### src/rtl/blink_pkg.sv
// Shared widths, limits and debouncer state encoding for the blink-rate controller.
package blink_pkg;

  localparam int RATE_W = 3;
  localparam int HP_W   = 27;
  localparam logic [RATE_W-1:0] MAX_RATE = 3'd7;

  typedef enum logic [1:0] {
    IDLE,
    ARMING,
    HELD,
    RELEASING
  } dbState_e;

  // Each rate step halves the blink period; the result is a terminal count, hence the -1.
  function automatic logic [HP_W-1:0] calcHalfPeriod(input int base, input logic [RATE_W-1:0] idx);
    logic [HP_W-1:0] baseW;
    baseW = HP_W'(base);
    return (baseW >> idx) - HP_W'(1);
  endfunction

endpackage

### src/rtl/blink_rate_ctrl_debouncer.sv
// Two-flop synchronizer plus four-state debouncer emitting a single press strobe per accepted press.
module button_debouncer
  import blink_pkg::*;
#(
  parameter int DEBOUNCE_CYCLES = 2000000
) (
  input  logic clock,
  input  logic reset,
  input  logic enable_i,
  input  logic btn_i,
  output logic strobe_o
);

  localparam int CNT_W = $clog2(DEBOUNCE_CYCLES + 1);
  localparam logic [CNT_W-1:0] CNT_LAST = CNT_W'(DEBOUNCE_CYCLES - 1);
  localparam logic [CNT_W-1:0] CNT_MAX  = '1;

  logic [1:0]       syncQ;
  dbState_e         stateQ, stateD;
  logic [CNT_W-1:0] cntQ, cntD;
  logic             btnSync;
  logic [CNT_W-1:0] cntInc;

  assign btnSync = syncQ[1];
  assign cntInc  = (cntQ == CNT_MAX) ? cntQ : cntQ + CNT_W'(1);

  always_ff @(posedge clock) begin
    if (reset) begin
      syncQ  <= '0;
      stateQ <= IDLE;
      cntQ   <= '0;
    end else begin
      syncQ  <= {syncQ[0], btn_i};
      stateQ <= stateD;
      cntQ   <= cntD;
    end
  end

  // cntQ counts consecutive qualifying samples, including the one that entered the state.
  always_comb begin
    stateD   = stateQ;
    cntD     = cntQ;
    strobe_o = 1'b0;
    if (!enable_i) begin
      stateD = IDLE;
      cntD   = '0;
    end else begin
      unique case (stateQ)
        IDLE: begin
          if (btnSync) begin
            stateD = ARMING;
            cntD   = CNT_W'(1);
          end
        end
        ARMING: begin
          if (!btnSync) begin
            stateD = IDLE;
            cntD   = '0;
          end else if (cntQ >= CNT_LAST) begin
            stateD   = HELD;
            cntD     = '0;
            strobe_o = 1'b1;
          end else begin
            cntD = cntInc;
          end
        end
        HELD: begin
          if (!btnSync) begin
            stateD = RELEASING;
            cntD   = CNT_W'(1);
          end
        end
        RELEASING: begin
          if (btnSync) begin
            stateD = HELD;
            cntD   = '0;
          end else if (cntQ >= CNT_LAST) begin
            stateD = IDLE;
            cntD   = '0;
          end else begin
            cntD = cntInc;
          end
        end
        default: begin
          stateD = IDLE;
          cntD   = '0;
        end
      endcase
    end
  end

endmodule

### src/rtl/blink_rate_ctrl.sv
// Up/down pushbutton rate selector producing a registered half-period terminal count for the LED blinker.
module blink_rate_ctrl
  import blink_pkg::*;
#(
  parameter int DEBOUNCE_CYCLES  = 2000000,
  parameter int BASE_HALF_PERIOD = 50000000
) (
  input  logic              clock,
  input  logic              reset,
  input  logic              locked,
  input  logic              btn_up,
  input  logic              btn_down,
  output logic [RATE_W-1:0] rate_idx,
  output logic [HP_W-1:0]   half_period,
  output logic              rate_changed
);

  logic              upStrobe, downStrobe;
  logic [RATE_W-1:0] rateQ, rateD;
  logic [HP_W-1:0]   halfPeriodQ;
  logic              changedQ, changedD;

  button_debouncer #(.DEBOUNCE_CYCLES(DEBOUNCE_CYCLES)) upDebouncer (
    .clock    (clock),
    .reset    (reset),
    .enable_i (locked),
    .btn_i    (btn_up),
    .strobe_o (upStrobe)
  );

  button_debouncer #(.DEBOUNCE_CYCLES(DEBOUNCE_CYCLES)) downDebouncer (
    .clock    (clock),
    .reset    (reset),
    .enable_i (locked),
    .btn_i    (btn_down),
    .strobe_o (downStrobe)
  );

  // Simultaneous strobes cancel; requests past either end are ignored without a pulse.
  always_comb begin
    rateD    = rateQ;
    changedD = 1'b0;
    if (locked) begin
      if (upStrobe && !downStrobe && rateQ != MAX_RATE) begin
        rateD    = rateQ + RATE_W'(1);
        changedD = 1'b1;
      end else if (downStrobe && !upStrobe && rateQ != '0) begin
        rateD    = rateQ - RATE_W'(1);
        changedD = 1'b1;
      end
    end
  end

  always_ff @(posedge clock) begin
    if (reset) begin
      rateQ       <= '0;
      halfPeriodQ <= calcHalfPeriod(BASE_HALF_PERIOD, '0);
      changedQ    <= 1'b0;
    end else begin
      rateQ       <= rateD;
      halfPeriodQ <= calcHalfPeriod(BASE_HALF_PERIOD, rateD);
      changedQ    <= changedD;
    end
  end

  assign rate_idx     = rateQ;
  assign half_period  = halfPeriodQ;
  assign rate_changed = changedQ;

endmodule

### config.mk
export PLATFORM = sky130hd
export DESIGN_NAME = blink_rate_ctrl
export DESIGN_NICKNAME = d
export VERILOG_FILES = /design/src/rtl/blink_pkg.sv /design/src/rtl/blink_rate_ctrl_debouncer.sv /design/src/rtl/blink_rate_ctrl.sv
export SDC_FILE = /design/constraint.sdc
export NUM_CORES = 1
export LEC_CHECK = 0
export CAP_MARGIN = 20
export CORE_ASPECT_RATIO = 1.75
export CORE_MARGIN = 1.5
export CORE_UTILIZATION = 35
export CTS_CLUSTER_DIAMETER = 50
export DETAILED_ROUTE_END_ITERATION = 8
export HOLD_SLACK_MARGIN = 0.08
export PLACE_DENSITY_LB_ADDON = 0.12
export SETUP_SLACK_MARGIN = 0.3
export SYNTH_ARGS = -nofsm -noshare
export SYNTH_HDL_FRONTEND = slang
export SYNTH_SLANG_ARGS = --single-unit
### constraint.sdc
create_clock -name clock -period 4.9 [get_ports clock]
set_clock_uncertainty 0.2 [all_clocks]
set_input_delay 1.47 -clock clock [delete_from_list [all_inputs] [get_ports clock]]
set_output_delay 1.47 -clock clock [all_outputs]
set_load 0.1 [all_outputs]
=== After elaboration in Yosys (flattened, before gate mapping) ===
Index checks and enable logic that the tools add are counted.

* Bits in registers: 81
* Bits of input ports: 5
* Output and inout bits: 31
* Word-level logic and storage cells: 90

* Add/subtract/negate cells: 5
* Order comparisons: 2
* Equality and inequality tests: 17
* Shift operators: 1
* Mux-type cells: 41
* Bitwise gates (word level): 1
* Reduce and logical (&&, ||, !) cells: 14

{| class="wikitable"
|+ Operators with widths
! operator !! number
|-
| 21-bit two-way mux || 12
|-
| 21-bit one-hot mux with 4 select lines || 2
|-
| 21-bit by 1-bit adder with 21-bit output (second input constant) || 2
|-
| 21-bit == test (second input constant) || 2
|-
| 21-bit >= comparator (second input constant) || 2
|-
| 26-bit by 3-bit >> shifter with 27-bit output (first input constant) || 1
|-
| 27-bit by 1-bit subtractor with 27-bit output (second input constant) || 1
|-
| 2-bit two-way mux || 12
|-
| 2-bit one-hot mux with 4 select lines || 2
|-
| 1-bit two-way mux || 10
|-
| 3-bit two-way mux || 3
|-
| 3-bit != test (second input constant) || 3
|-
| 2-bit == test (second input constant) || 4
|-
| 4-bit AND reduction || 2
|-
| 3-bit by 1-bit != test with 1-bit output (second input constant) || 2
|-
| 2-bit by 1-bit == test with 1-bit output (second input constant) || 2
|-
| 1-bit logical AND || 4
|-
| 2-bit logical NOT || 2
|-
| 2-bit by 1-bit != test with 1-bit output (second input constant) || 2
|-
| 2-bit != test (second input constant) || 2
|-
| 2-bit AND reduction || 2
|-
| 3-bit by 1-bit adder with 3-bit output (second input constant) || 1
|-
| 3-bit nonzero test || 1
|-
| 3-bit by 1-bit subtractor with 3-bit output (second input constant) || 1
|-
| 3 further kinds || 4
|}

=== Logic depth before layout (Yosys ltp) ===
* Word-level depth: 13
* Gate-level depth with buffers: 13
* Gate-level depth less buffers: 11

=== By module ===
A second synthesis with hierarchy kept.

* Cell total of the unflattened synthesis: 455
* Area total of the unflattened synthesis: 3903.7 um^2

{| class="wikitable"
|+ Modules (own cells, without submodules)
! module !! instances !! cells each !! area each (um^2) !! sequential area each (um^2)
|-
| button_debouncer (upDebouncer) || 1 || 176 || 1383.8 || 500.5
|-
| button_debouncer (downDebouncer) || 1 || 166 || 1361.3 || 500.5
|-
| blink_rate_ctrl || 1 || 113 || 1158.6 || 600.6
|}

=== Worst setup path before layout ===
Ideal clock, no wire load.

* Path kind: input to register
* Start: input locked
* End: register halfPeriodQ[4], in the netlist half_period[4]
* Library setup time: 0.062 ns
* Data arrival time: 3.487 ns
* Data required time: 4.638 ns
* Path slack: 1.151 ns
* Stages on the path: 11
* Path buffers: 1
* Cells stage by stage: nand4b_1 > nor2_1 > o21ai_4 > nor3_2 > or2_4 > o21a_1 > buf_6 > nand3_1 > ha_1 > or4_1 > nand3_1

* Longest elaborated chain between the ends: 9
* Elaborated cells on any way between the ends: 13
* Classes of those cells: 1 x add/sub; 1 x shift; 5 x mux; 6 x reduce/logical

{| class="wikitable"
|+ Ends and longest elaborated chain
! item !! line !! RTL
|-
| from (decl) || blink_rate_ctrl.sv:10 || <nowiki>input logic locked,</nowiki>
|-
| 1-bit two-way mux || blink_rate_ctrl_debouncer.sv:44 || <nowiki>if (!enable_i) begin</nowiki>
|-
| 1-bit logical NOT || blink_rate_ctrl.sv:47 || <nowiki>end else if (downStrobe && !upStrobe && rateQ != '0) begin</nowiki>
|-
| 1-bit logical AND (2 in a row) || blink_rate_ctrl.sv:47 ||
|-
| 3-bit two-way mux || blink_rate_ctrl.sv:47 ||
|-
| 3-bit two-way mux || blink_rate_ctrl.sv:44 || <nowiki>if (upStrobe && !downStrobe && rateQ != MAX_RATE) begin</nowiki>
|-
| 3-bit two-way mux * || blink_rate_ctrl.sv:43 || <nowiki>if (locked) begin</nowiki>
|-
| 26-bit by 3-bit >> shifter with 27-bit output * || blink_pkg.sv:19 || <nowiki>return (baseW >> idx) - HP_W'(1);</nowiki>
|-
| 27-bit by 1-bit subtractor with 27-bit output * || blink_pkg.sv:19 ||
|-
| to (signal assigned) || blink_rate_ctrl.sv:57 || <nowiki>halfPeriodQ <= calcHalfPeriod(BASE_HALF_PERIOD, '0);</nowiki>
|-
| to (signal assigned) || blink_rate_ctrl.sv:61 || <nowiki>halfPeriodQ <= calcHalfPeriod(BASE_HALF_PERIOD, rateD);</nowiki>
|-
| to (decl) || blink_rate_ctrl.sv:20 || <nowiki>logic [HP_W-1:0] halfPeriodQ;</nowiki>
|}

Every way passes the cells marked *; elsewhere a longest branch is shown, timed or not.
A chain may end at the register's enable or synchronous reset.

=== Worst setup path in the final report ===
Ends and elaborated chain as after synthesis.

==> metrics.cfg <==
[placed_design]
io_buffers = 35
place_congestion = 0.8514
dpl_cell_area_sq_mm = 0.004207
dp_hpwl_mm = 6.501

[grt]
grtUsageTotal_pct = 16.67
grt_pass1_vias = 3167
antenna_found_initial = 0
grt_pass1_wl_mm = 14.75
grt_max_degree = 25
grt.overflow.total = 0

[setup_path]
crit_fanout = 9
required_ps = 4970
critPathKind = in2reg
start_kind = input pin
cp-end-kind = flip-flop
cp.arrival_ps = 4240

[pwr]
power.static_leakage_uw = 0.001527
worst_ir_drop_vdd_mv = 0.2073
power_density_mw_per_mm2 = 301.9

[clock_network]
cts_htree_levels = 3
cts_resized = 0
cts_root_buffer = clkbuf_16
cts_tree = yes
ctsHoldBuffers = 0
cts-buffers-inserted = 9
post_cts_buffers = 0
clk_pin_slew_ps = 60
clk_path_buf_depth = 2
clk_latency_ps = 330
cts.sinks = 81

[cells_and_area]
nets = 488
final_area_sq_mm = 0.004497
insertedDiodeCount = 0
seqCellArea_sq_mm = 0.001622
area_delta_synth_final_pct = 19.96
fill_cells = 1051
multi_input_area_sq_mm = 0.002008
final_cell_mix = dfxtp_1, nor2_1, clkdlybuf4s50_1
final_common_cell = dfxtp_1
drive_gt1_share_pct = 6.653

[yosys]
ys_ff_latch = 81
syn_area_per_cell_sq_um = 8.462
yosysWarnings = 0
synth_nets = 455
synth_edf_count = 0
ys_seq_area_share_pct = 43.26
syn_area_sq_mm = 0.003749
async_flop_share_pct = 0
synth_cell_type_count = 61
synthFlopType = dfxtp_1
synth_cells = 443

[timing]
fin_crit_sh_pct = 85.06
worstMarginPinSlew_ps = 1004
fmax_mhz = 239.9
hold_viol = 0
rsz0062_at_grt = no
slew_headroom_pct = 32.88
slew_viol_final = 0
period_needed_ps = 4168
tns_ps = 0
finalSetupViolCount = 0

[floorplanning]
die_y_um = 139.9
initial_core_util_pct = 36.18
core_sq_mm = 0.01036
die-area_sq_mm = 0.01136
rows = 49
ioPinCount = 36
die_w_um = 81.23

[detailed_routing]
via_per_inst = 5.421
drt-initial-drc-count = 122
drc = 0
wirelength_mm = 9.104
avgRoutedWirePerCell_um = 14.97
drt_pass1_iterations = 4
vias = 3296
ant_nets = 0

[flow_run]
max_cap_viol_count = 0

[outcome]
outcome = finished clean

[min_path]
worstHoldPathType = reg2reg

-- logic make-up after synthesis --
family,share of synthesized area [%]
compound gates,16.29
other cells,0.1000
flops,43.26
fa+ha+maj,2.336
mux,1.101
simple gates,29.57
xor+xnor,4.172
buf+inv,3.171
-- cells in the mapped netlist, types with 5 or more instances --
library cell,instances,share of area (%)
a21oi_1,28,3.7
a311oi_1,8,1.9
a31oi_1,7,1.2
and3_1,5,0.83
and4_1,5,1.2
clkbuf_1,13,1.3
dfxtp_1,81,43
ha_1,7,2.3
inv_1,10,1.0
nand2_1,34,3.4
nand2b_1,7,1.2
nand3_1,24,3.2
nand4_1,14,2.3
nor2_1,56,5.6
nor2b_1,9,1.5
nor3_1,15,2.0
nor4_1,8,1.3
o21ai_0,24,3.2
or3_1,10,1.7
xor2_1,13,3.0
-- worst paths after layout --
check,endpoint,from,depth (start not counted),slack (ps)
max,half_period[4],locked,11,730
min,upDebouncer.syncQ[1],upDebouncer.syncQ[0],1,230
max reg2reg,half_period[4],upDebouncer.cntQ[11],10,1160
min reg2reg,upDebouncer.syncQ[1],upDebouncer.syncQ[0],1,230
-- routing by layer --
layer | part of all wire, % | GRT usage (%) | vias to the layer above
li1 | - | - | 1676
met3 | 3.1 | 4.756 | 8
met4 | 1.4 | 5.354 | 0
met2 | 54 | 30.26 | 42
met1 | 42 | 17.98 | 1570
met5 | 0 | 0 | -
-- critical path, stage by stage --
cell and delay [ps]:
clkdlybuf4s50_1 560, nand4b_1 120, nor2_1 190, o21ai_4 130
nor3_2 350, nor3_1 170, nor2_4 220, nand3_1 120
ha_1 270, or4_1 540, nand3_1 90
-- report_power, final --
group / internal, uW / leakage, uW / switching [uW] / total [uW]
logic: 9.32 / 0.000740 / 21.9 / 31.2
clock network: 396 / 0.000133 / 267 / 663
registers: 661 / 0.000654 / 2.09 / 663
-- metrics by stage --
step           setup slack [ps]  std cells  util, %  total power (uW)  hold WS [ps]
6_report                  732.0        608    43.40              1357         233.7
3_5_place_dp              409.9        592    40.60             709.9         231.4
2_1_floorplan              1151        443        -             698.1         213.8
4_1_cts                   752.6        608    43.40              1379         239.6
5_1_grt                   528.4        608    43.40              1411         254.2
3_3_place_gp              509.1        592    40.60             709.8         232.7
-- area by class of cell --
type	instances	area share [%]
Tap cell	127	3.534
Clock inverter	4	1.196
Sequential cell	81	36.06
Multi-Input combinational cell	335	44.66
Timing Repair Buffer	39	8.459
Clock buffer	12	5.259
Inverter	10	0.8347
-- state kept, by name, indices dropped and copies added (netlist names), named ones only --
name                  flops
downDebouncer.stateQ      1
downDebouncer.cntQ       21
rate_changed              1
upDebouncer.cntQ         21
rate_idx                  3
half_period              27
downDebouncer.syncQ       2
upDebouncer.stateQ        1
upDebouncer.syncQ         2
No activity file was read; power rests on OpenSTA's default activity.
